[src/rtl/uart_tx_fifo_drain_if.sv]
// Read-side link between the TX FIFO and the UART serialiser.
// fifo_rd_en is a one-cycle pop request, raised only after fifo_empty was seen low; fifo_dout is valid the following cycle.
interface uart_tx_fifo_drain_if #(
    parameter int DATA_BITS = 8
);
    logic                 fifo_empty;
    logic                 fifo_rd_en;
    logic [DATA_BITS-1:0] fifo_dout;

    modport master (
        output fifo_rd_en,
        input  fifo_empty,
        input  fifo_dout
    );

    modport slave (
        input  fifo_rd_en,
        output fifo_empty,
        output fifo_dout
    );
endinterface

[src/rtl/uart_tx_fifo_drain.sv]
// Pops bytes from the TX FIFO and sends each one as an 8N1 UART frame.
// All outputs are flops loaded from the next-state values, so they line up with the state register.
module uart_tx_fifo_drain #(
    parameter int CLKS_PER_BIT = 1085,
    parameter int DATA_BITS    = 8
) (
    input  logic                       clk,
    input  logic                       rst,
    input  logic                       tx_en,
    uart_tx_fifo_drain_if.master       fifo_bus,
    output logic                       serial_out,
    output logic                       tx_busy,
    output logic                       frame_done,
    output logic [2:0]                 dbg_state
);
    localparam int CNT_W = (CLKS_PER_BIT > 1) ? $clog2(CLKS_PER_BIT) : 1;
    localparam int BIT_W = (DATA_BITS > 1) ? $clog2(DATA_BITS) : 1;
    localparam logic [CNT_W-1:0] CNT_LAST = CNT_W'(CLKS_PER_BIT - 1);
    localparam logic [BIT_W-1:0] BIT_LAST = BIT_W'(DATA_BITS - 1);

    typedef enum logic [2:0] {
        IDLE  = 3'd0,
        FETCH = 3'd1,
        LOAD  = 3'd2,
        START = 3'd3,
        DATA  = 3'd4,
        STOP  = 3'd5
    } state_t;

    state_t               state_q, state_d;
    logic [CNT_W-1:0]     clk_cnt_q, clk_cnt_d;
    logic [BIT_W-1:0]     bit_cnt_q, bit_cnt_d;
    logic [DATA_BITS-1:0] shift_q, shift_d;
    logic                 bit_end;
    logic                 can_start;
    logic                 fifo_rd_en_q;

    assign bit_end   = (clk_cnt_q == CNT_LAST);
    assign can_start = tx_en && !fifo_bus.fifo_empty;

    always_comb begin
        state_d   = state_q;
        clk_cnt_d = clk_cnt_q;
        bit_cnt_d = bit_cnt_q;
        shift_d   = shift_q;
        case (state_q)
            IDLE: begin
                if (can_start) state_d = FETCH;
            end
            FETCH: begin
                state_d = LOAD;
            end
            LOAD: begin
                shift_d   = fifo_bus.fifo_dout;
                clk_cnt_d = '0;
                state_d   = START;
            end
            START: begin
                if (bit_end) begin
                    clk_cnt_d = '0;
                    bit_cnt_d = '0;
                    state_d   = DATA;
                end else begin
                    clk_cnt_d = clk_cnt_q + 1'b1;
                end
            end
            DATA: begin
                if (bit_end) begin
                    clk_cnt_d = '0;
                    shift_d   = {1'b0, shift_q[DATA_BITS-1:1]};
                    if (bit_cnt_q == BIT_LAST) begin
                        bit_cnt_d = '0;
                        state_d   = STOP;
                    end else begin
                        bit_cnt_d = bit_cnt_q + 1'b1;
                    end
                end else begin
                    clk_cnt_d = clk_cnt_q + 1'b1;
                end
            end
            STOP: begin
                if (bit_end) begin
                    clk_cnt_d = '0;
                    state_d   = can_start ? FETCH : IDLE;
                end else begin
                    clk_cnt_d = clk_cnt_q + 1'b1;
                end
            end
            default: begin
                state_d   = IDLE;
                clk_cnt_d = '0;
                bit_cnt_d = '0;
            end
        endcase
    end

    always_ff @(posedge clk) begin
        if (rst) begin
            state_q      <= IDLE;
            clk_cnt_q    <= '0;
            bit_cnt_q    <= '0;
            shift_q      <= '0;
            fifo_rd_en_q <= 1'b0;
            serial_out   <= 1'b1;
            tx_busy      <= 1'b0;
            frame_done   <= 1'b0;
        end else begin
            state_q      <= state_d;
            clk_cnt_q    <= clk_cnt_d;
            bit_cnt_q    <= bit_cnt_d;
            shift_q      <= shift_d;
            fifo_rd_en_q <= (state_d == FETCH);
            tx_busy      <= (state_d != IDLE);
            frame_done   <= (state_d == STOP) && (clk_cnt_d == CNT_LAST);
            // Line level follows the state being entered so it changes on the same edge.
            case (state_d)
                START:   serial_out <= 1'b0;
                DATA:    serial_out <= shift_d[0];
                default: serial_out <= 1'b1;
            endcase
        end
    end

    assign fifo_bus.fifo_rd_en = fifo_rd_en_q;
    assign dbg_state           = state_q;
endmodule

[src/flat_wrapper.sv]
// flat-port wrapper written by rule: the top's interface ports become plain ports
module uart_tx_fifo_drain_flat 
#(
    parameter int CLKS_PER_BIT = 1085,
    parameter int DATA_BITS    = 8
)
  (clk, rst, tx_en, serial_out, tx_busy, frame_done, dbg_state, fifo_bus_fifo_rd_en, fifo_bus_fifo_empty, fifo_bus_fifo_dout);
  uart_tx_fifo_drain_if #(.DATA_BITS(DATA_BITS)) fifo_bus_i ();
  input  logic clk;
  input  logic rst;
  input  logic tx_en;
  output logic serial_out;
  output logic tx_busy;
  output logic frame_done;
  output logic [2:0] dbg_state;
  output wire logic [$bits(fifo_bus_i.fifo_rd_en)-1:0] fifo_bus_fifo_rd_en;
  input wire logic [$bits(fifo_bus_i.fifo_empty)-1:0] fifo_bus_fifo_empty;
  input wire logic [$bits(fifo_bus_i.fifo_dout)-1:0] fifo_bus_fifo_dout;
  assign fifo_bus_fifo_rd_en = fifo_bus_i.fifo_rd_en;
  assign fifo_bus_i.fifo_empty = fifo_bus_fifo_empty;
  assign fifo_bus_i.fifo_dout = fifo_bus_fifo_dout;
  uart_tx_fifo_drain #(.CLKS_PER_BIT(CLKS_PER_BIT), .DATA_BITS(DATA_BITS)) u_core (.clk(clk), .rst(rst), .tx_en(tx_en), .fifo_bus(fifo_bus_i), .serial_out(serial_out), .tx_busy(tx_busy), .frame_done(frame_done), .dbg_state(dbg_state));
endmodule
[config.mk]
export PLATFORM = sky130hd
export DESIGN_NAME = uart_tx_fifo_drain_flat
export DESIGN_NICKNAME = d
export VERILOG_FILES = /design/src/rtl/uart_tx_fifo_drain_if.sv /design/src/rtl/uart_tx_fifo_drain.sv /design/src/flat_wrapper.sv
export SDC_FILE = /design/constraint.sdc
export NUM_CORES = 1
export LEC_CHECK = 0
export CAP_MARGIN = 25
export CORE_MARGIN = 1.5
export CORE_UTILIZATION = 50
export DETAILED_ROUTE_END_ITERATION = 12
export MAX_ROUTING_LAYER = met4
export PLACE_DENSITY = 0.75
export SETUP_SLACK_MARGIN = 0.4
export SYNTH_ARGS = -nofsm -noshare
export SYNTH_HDL_FRONTEND = slang
export SYNTH_SLANG_ARGS = --single-unit
export TNS_END_PERCENT = 10
[constraint.sdc]
create_clock -name clk -period 2.1 [get_ports clk]
set_input_delay 0.315 -clock clk [delete_from_list [all_inputs] [get_ports clk]]
set_output_delay 0.315 -clock clk [all_outputs]
set_load 0.02 [all_outputs]
# Yosys cells after proc, flatten, opt, wreduce, memory -nomap -nowiden
# Cells that the tools add are included.
# Widths: inputs -> output; s select.
# word_totals
input_bits,12
mem_count,0
word_cells,53
ff_bits,29
latchBits,0
output_inout_bits,7
mem_bits_ro,0
ram_bits,0
# classes
shifts,0
addsub,2
n_bitwise,1
eq_ne,14
n_mux,16
reduce_logical,11
magnitude_cmp,0
n_div,0
mul,0
# ops
op,count
$mux 3,8
$eq 11x11->1 const B,2
$pmux 11 s2,1
$pmux 3 s6,1
$pmux 8 s2,1
$eq 3x3->1 const B,5
$add 11x1->11 const B,1
$mux 11,1
$eq 3x2->1 const B,3
$pmux 3 s3,1
$mux 8,1
$eq 3x1->1 const B,2
$ne 2x1->1 const B,2
$reduce_or 4->1,1
$add 3x1->3 const B,1
$logic_not 3->1,1
$reduce_and 3->1,1
$reduce_bool 3->1,1
$reduce_or 3->1,1
$logic_and 1x1->1,2
$pmux 1 s2,1
$reduce_and 2->1,1
$reduce_bool 2->1,1
$reduce_or 2->1,1
3 further kinds,3

# Depth between registers and ports, before layout
# Gate-level depths: netlist of run 1.
# logic_depth
depth_word,7
depth_mapped,9
mapped_depth_nobuf,8

# Least setup slack after synthesis of run 1
# Ideal clock, no wire load.
# synth_path
kind,register -> register
start,register u_core.clk_cnt_q[0]
end,register u_core.frame_done
stages_incl_launch_ff,10
arrival_time_ns,1.978
setup_slack_ns,0.061
path_cell_list,dfxtp_1 -> inv_1 -> ha_1 -> nand4bb_1 -> or3_4 -> buf_6 -> o311ai_4 -> nand3_2 -> nor3b_2 -> and4_1
# synth_via
elab_chain_len,5
elab_cells_between_ends,11
classes_between,add/sub: 1; eq/ne: 3; mux: 6; reduce/logical: 1
# synth_rtl
item,line,rtl
from (decl),uart_tx_fifo_drain.sv:31,"logic [CNT_W-1:0] clk_cnt_q, clk_cnt_d;"
from (signal assigned),uart_tx_fifo_drain.sv:109,clk_cnt_q <= clk_cnt_d;
$add 11x1->11 / $eq 11x11->1 (equally long branches),-,
"$mux 11, or another cell as far along","uart_tx_fifo_drain.sv:59, uart_tx_fifo_drain.sv:68, uart_tx_fifo_drain.sv:82",
$pmux 11 s2 / $pmux 3 s6 (equally long branches),uart_tx_fifo_drain.sv:46,case (state_q)
$eq 11x11->1 / $eq 3x3->1 (equally long branches),uart_tx_fifo_drain.sv:114,frame_done <= (state_d == STOP) && (clk_cnt_d == CNT_LAST);
$logic_and 1x1->1 (*),uart_tx_fifo_drain.sv:114,
to (signal assigned),uart_tx_fifo_drain.sv:114,
to (decl),uart_tx_fifo_drain.sv:13,"output logic frame_done,"
# Mark *: on every way between the ends. The rest lies on a longest branch, timed or not.
# A chain may end at the register's enable or synchronous reset.

# Final worst setup path of run 1
# layout_path
start,register u_core.clk_cnt_q[0]
end,register u_core.bit_cnt_q[0]
# layout_via
elab_chain_len,3
elab_cells_between_ends,4
classes_between,eq/ne: 3; reduce/logical: 1
# layout_rtl
item,line,rtl
$eq 11x11->1 (*),uart_tx_fifo_drain.sv:38,assign bit_end = (clk_cnt_q == CNT_LAST);
$ne 2x1->1 (no source line),-,
$reduce_and 3->1 (no source line) (*),-,
to (signal assigned),uart_tx_fifo_drain.sv:110,bit_cnt_q <= bit_cnt_d;
to (decl),uart_tx_fifo_drain.sv:32,"logic [BIT_W-1:0] bit_cnt_q, bit_cnt_d;"
# Marked as above.

==> results of run 1 <==
## cell families (layout without fill, tap and decap cells)
group	Yosys count	count (layout)	share of synthesized area, %
adder cells (fa/ha/maj)	4	4	3.035
XOR/XNOR	1	1	0.5312
buffers and inverters	17	57	5.159
flip-flops	29	29	35.21
multiplexers	2	2	1.214
AND/OR/NAND/NOR	82	82	27.92
AO/OA/AOI/OAI	68	68	26.93
## metrics by stage
step	cells	total power [mW]	instance area (sq um)	setup WS, ns	hold WS, ns
floorplan	203	0.7308	1680	0.08011	0.4356
global placement	271	0.8101	1981	0.09123	0.4492
detailed placement	271	0.8169	1981	0.03587	0.4551
CTS	285	1.140	2095	0.09900	0.4674
global route	287	1.220	2145	0.02253	0.4946
finish	287	1.165	2145	0.08035	0.4637
## cells in the final DEF, fill, tap and decap left out, types with 3 or more instances in the layout
master           synthesis  layout
or3_1                    3       3
inv_1                    6       4
clkbuf_4                 0       5
a211oi_1                 7       7
nor2_1                  23      23
nor3_1                   4       4
o21ai_0                 16      16
nand2_1                 12      12
buf_4                    1      24
clkdlybuf4s50_1          0      18
a21oi_1                 23      23
nor2b_1                  3       3
nand3_1                  3       3
nand3b_1                 3       3
dfxtp_1                 29      27
nand4_1                  4       4
ha_1                     4       3
a21o_1                   3       3
or2_2                    3       3
and4_1                   3       3
## state kept, by name (all words and copies together), names as in the netlist
name	cells
u_core.bit_cnt_q	3
u_core.shift_q	8
u_core.clk_cnt_q	11
u_core.dbg_state	3
u_core.fifo_bus.fifo_rd_en	1
u_core.tx_busy	1
u_core.frame_done	1
u_core.serial_out	1
## tightest hold or removal path, stage by stage (launching register included)
cell	delay, ns
dfxtp_1	0.32
nand2_1	0.05
a21oi_1	0.05
## power by group
part / internal (mW) / switching, mW / total [mW]
registers: 0.574 / 0.0128 / 0.586
logic: 0.119 / 0.131 / 0.250
clock network: 0.127 / 0.201 / 0.328
## layout make-up
class / count / area share (%)
multi-input cells: 157 / 48.72
flip-flops and latches: 29 / 27.42
repair buffers: 43 / 17.74
well taps: 44 / 2.567
clock buffers: 6 / 1.925
inverters: 6 / 1.167
clock inverters: 2 / 0.4667
## per-layer routing
metal  track usage, %  part of all wire (%)  up-vias
met5                -                     0        -
met4            8.696                   2.1        0
met1            30.35                    43      788
met2            44.41                    49       51
li1                 -                     -      828
met3            7.463                   5.4       10
## what timing repair did
item	CTS	global route
endpoints found under the setup margin	27	28
cloned	0	0
gates resized for setup	6	4
hold endpoints to repair	0	0
pin swaps	8	2
buffers inserted	6	2
## worst paths after layout
kind,startpoint,endpoint,cells after the start
setup / recovery,u_core.clk_cnt_q[0],u_core.bit_cnt_q[0],8
hold / removal,u_core.bit_cnt_q[1],u_core.bit_cnt_q[1],2
setup reg to reg,u_core.clk_cnt_q[0],u_core.bit_cnt_q[0],8
hold reg to reg,u_core.bit_cnt_q[1],u_core.bit_cnt_q[1],2
==> qor.yml, run 1 <==
regArea_sq_um: 588.1
synth_cell_types: 55
power_leakage_nw: 0.7890
crit_type: "reg -> reg"
crit_arrival_ns: 2.28
antenna_cells: 0
die_h_um: 60.43
wire_per_inst_um: 14.96
core_area_sq_um: 3103
synth.most_common_cell: "dfxtp_1"
wirelength_mm: 4.294
critical-path-top-delay-family: "simple AND/OR/NAND/NOR gates"
hold_viol: 0
cellPowerDensity_nw_per_um2: 543.0
ant_nets: 0
fill_cells: 269
port_buffers: 18
die_area_sq_um: 3652
first_iter_violations: 132
cts.clk_slew.worst_paths_ns: 0.10
grt_pass1_vias: 1606
final_max_slew_viol_count: 0
critPathCaptureType: "flop"
synth_top_cell_area_share_pct: 35.20
fmax_mhz: 495.1
htree_levels: 2
skew_ns: 0.007788
worst_pin_slew_ns: 0.5026
synthTopCellsByCount: "29 x dfxtp_1, 23 x a21oi_1, 23 x nor2_1"
route.detailed.drc: 0
cts-root-buf: "clkbuf_4"
synth-seq-cells: 29
slowest_delay_ns: 0.46
core.rowCount: 20
die_w_um: 60.43
clock_path_buffers: 2
antenna_found_initial: 0
start_util_pct: 53.15
drive_above_1_share_pct: 22.22
postSynthAreaPerCell_sq_um: 8.124
synth-edff-count: 0
io_pins: 19
grt_pass1_wl_mm: 7.010
peakVddDrop_mv: 0.3922
synth_fp_nets: 219
period_share_pct: 96.17
r2r_slack_ns: 0.08
fin_nets: 258
place_hpwl_mm: 3.045
grt_max_degree: 23
syn-cell-area_sq_um: 1649
ys_top_cells_by_area: "dfxtp_1 35%, a21oi_1 7.0%, nor2_1 5.2%, o21ai_0 4.9%, a211oi_1 3.2%"
crit_required_ns: 2.36
syn_to_final_growth_pct: 30.05
gp_congestion: 0.9406
synth-async-reset-ratio_pct: 0
cp_max_fo: 8
synth_cells: 203
numCtsBuffers: 5
yosysTopAreaCell: "dfxtp_1"
hp-class: "reg -> reg"
grt_usage_pct: 26.41
rsz0062_at_grt: "true"
crit_chain: "inv_4 -> ha_4 -> nand4bb_4 -> or3_4 -> o21ai_2 -> a21oi_2 -> or4b_1 -> a21oi_1"
cts_tree: "built"
firstDrtPassIters: 4
status: "finished, final reports clean"
cp_slowest_cell: "or4b_1"
drt-vias-per-instance: 5.843
dominantRegCellSynth: "dfxtp_1"
max-cap-violations: 0
cp_num_buf_inv: 1
yosysWarnings: 0
holdBufCountCts: 0
period_needed_ns: 2.020
fin_util_pct: 69.11
cp-start-kind: "flop"
gr-total-overflow: 0
finalSetupTns_ns: 0
setup_viol: 0
cts.sinks: 29
vias: 1677
synth-seq-area-share_pct: 35.20
clock_latency_ns: 0.33
slew_headroom_pct: 66.24
multi_input_area_sq_um: 1045
No activity file was read; power rests on OpenSTA's default activity.
==> run 2, diff against run 1 <==
- ABC_AREA: default -> 1
- CORE_UTILIZATION: 50 -> 49
- PLACE_DENSITY: 0.75 -> 0.74
==> run 2 against run 1 <==
Hold slack improved by 0.0089 ns. Die area decreased by 0.56%. Clock skew about the same. Synthesized area decreased by 2.6%. Setup slack improved by 0.29 ns. Critical path depth increased by 2. Critical path type unchanged. Critical endpoint is now u_core.frame_done. Largest cell class unchanged. Highest routed layer unchanged.
==> qor.yml, run 2 <==
fin_util_pct: 69.15
io_pins: 19
reg2reg_to: "u_core.frame_done"
crit_type: "reg -> reg"
start_util_pct: 52.20
p_int_mw: 0.7732
cp_slowest_cell: "dfxtp_1"
status: "finished, final reports clean"
fmax_mhz: 576.9
place_area_sq_um: 1844
synth-seq-area-share_pct: 36.14
r2r_slack_ns: 0.37
endpoint: "u_core.frame_done"
crit_required_ns: 2.38
gr-total-overflow: 0
route.detailed.drc: 0
core_area_sq_um: 3078
grt_pass1_vias: 1331
die_area_sq_um: 3631
dominantRegCellSynth: "dfxtp_1"
crit_arrival_ns: 2.01
antenna_cells: 0
gp_congestion: 1.010
swShare_pct: 28.47
yosysWarnings: 0
synthTopCellsByCount: "66 x nand2_1, 32 x inv_1, 29 x dfxtp_1"
skew_ns: 0.007503
synth_top_cell_area_share_pct: 36.14
synth.most_common_cell: "nand2_1"
synth_simple_gate_area_share_pct: 38.94
hp-class: "reg -> reg"
grt_pass1_wl_mm: 5.823
synth_fa_ha_area_share_pct: 3.115
fin_nets: 293
postLayoutCellArea_sq_um: 2128
synth_top_family_by_area: "simple AND/OR/NAND/NOR gates"
top_register: "u_core.clk_cnt_q"
syn_to_final_growth_pct: 32.48
synth_cell_types: 28
grt_max_degree: 23
period_share_pct: 82.54
yosysTopAreaCell: "dfxtp_1"
core.rowCount: 20
ant_nets: 0
hold_viol: 0
multi_input_area_sq_um: 996.0
muxShareOfSynthArea_pct: 0
clock_latency_ns: 0.34
synth-compound-area-share_pct: 11.29
grt_usage_pct: 22.52
worst_pin_slew_ns: 0.4229
regArea_sq_um: 594.3
largest_register_ffs: 11
slew_headroom_pct: 71.70
drive_above_1_share_pct: 22.66
rsz0062_at_grt: "true"
p_switching_mw: 0.3077
die_w_um: 60.26
cts.sinks: 29
mostFrequentLayoutCell: "nand2_1"
cts.clk_slew.worst_paths_ns: 0.09
wire_per_inst_um: 12.55
power_leakage_nw: 0.8880
numCtsBuffers: 5
synth_cells: 240
synth-xor-area-share_pct: 1.090
postSynthAreaPerCell_sq_um: 6.694
max-cap-violations: 0
worstSetupPathDepth: 10
slowest_delay_ns: 0.44
firstDrtPassIters: 5
drt-vias-per-instance: 5.233
peakVddDrop_mv: 0.3467
clock_path_buffers: 2
ys_top_cells_by_area: "dfxtp_1 36%, nand2_1 15%, nand3_1 7.8%, inv_1 7.5%, nor2_1 5.6%"
fill_cells: 272
crit_chain: "inv_1 -> nand3_1 -> nand3_2 -> nand2_4 -> nor2_4 -> nor2_4 -> nand2_1 -> nor2_1 -> nand3_1 -> nor2_1"
finalSetupTns_ns: 0
r2r-start: "u_core.dbg_state[1]"
vias: 1685
cts-root-buf: "clkbuf_4"
pwr-share-comb_pct: 16.3
p_clk_share_pct: 30.0
antenna_found_initial: 0
cellPowerDensity_nw_per_um2: 507.9
die_h_um: 60.26
first_iter_violations: 106
synth_fp_nets: 256
cts_tree: "built"
p_seq_share_pct: 53.6
cp-start-kind: "flop"
critical-path-top-delay-family: "simple AND/OR/NAND/NOR gates"
port_buffers: 18
cp_max_fo: 7
wirelength_mm: 4.042
htree_levels: 2
final_cell_mix: "61 x nand2_1, 27 x inv_1, 25 x nand3_1, 22 x dfxtp_1, 20 x nor2_1"
synth-async-reset-ratio_pct: 0
syn-cell-area_sq_um: 1607
place_hpwl_mm: 2.536
critPathCaptureType: "flop"
top_regs: "u_core.clk_cnt_q x11, u_core.shift_q x8"
setup_viol: 0
cp-startpoint: "u_core.dbg_state[1]"
cp_num_buf_inv: 1
synth-seq-cells: 29
synth-edff-count: 0
final_max_slew_viol_count: 0
r2r_cells: 10
period_needed_ns: 1.733
[run 2: repair_timing]
item	CTS	global route
pin swaps	0	14
gates resized for setup	3	39
setup endpoints to repair	18	20
hold buffers	0	0
buffers inserted	0	12
gates cloned	0	1
[run 2: per-stage QoR]
stage	std cells	setup WS [ns]	hold WS (ns)	power (mW)
after floorplan	240	0.5095	0.3844	0.6750
after global placement	301	0.2659	0.4589	0.7374
after detailed placement	301	0.2017	0.4650	0.7394
after CTS	309	0.3582	0.4795	1.058
after global routing	322	0.2746	0.4927	1.119
final	322	0.3667	0.4726	1.081
[run 2: how the worst min path moves through the flow]
stage                        start             endpoint  slack, ns  cells after the start
6_report         u_core.shift_q[0]    u_core.shift_q[0]       0.47                      2
5_1_grt        u_core.bit_cnt_q[1]  u_core.bit_cnt_q[1]       0.49                      2
4_1_cts          u_core.shift_q[7]    u_core.shift_q[7]       0.48                      2
2_1_floorplan                  rst    u_core.shift_q[6]       0.38                      1
3_3_place_gp     u_core.shift_q[0]    u_core.shift_q[0]       0.46                      2
3_5_place_dp     u_core.shift_q[0]    u_core.shift_q[0]       0.47                      2
[run 2: power groups by stage]
stage          clock, mW  combinational (mW)  sequential, mW
5_1_grt            0.347               0.190           0.582
4_1_cts            0.330               0.147           0.581
2_1_floorplan          0              0.0728           0.602
6_report           0.325               0.176           0.580
3_5_place_dp           0               0.146           0.593
3_3_place_gp           0               0.145           0.593
[run 2: area by class of cell]
cell class / instances / area share (%)
flip-flops and latches: 29 / 27.92
clock buffers: 6 / 1.940
clock inverters: 2 / 0.4703
inverters: 33 / 6.114
well taps: 44 / 2.587
multi-input cells: 174 / 46.80
repair buffers: 34 / 14.17
[run 2: routing by layer]
layer,GRT usage [%],wire length (um)
met5,-,0
met3,5.195,212
met4,9.524,147
met2,33.54,1865
met1,29.12,1816
[run 2: worst min-delay path, stage by stage (launching register included)]
cell and delay [ns]:
dfxtp_1 0.31, nand2_1 0.06, a21oi_1 0.06
[run 2: logic make-up (layout without fill, tap and decap cells)]
| logic type | count (synthesis) | in the layout |
|---|---|---|
| adder cells (fa/ha/maj) | 4 | 4 |
| AND/OR/NAND/NOR | 136 | 137 |
| XOR/XNOR | 2 | 2 |
| AO/OA/AOI/OAI | 31 | 31 |
| buffers and inverters | 38 | 75 |
| flip-flops | 29 | 29 |
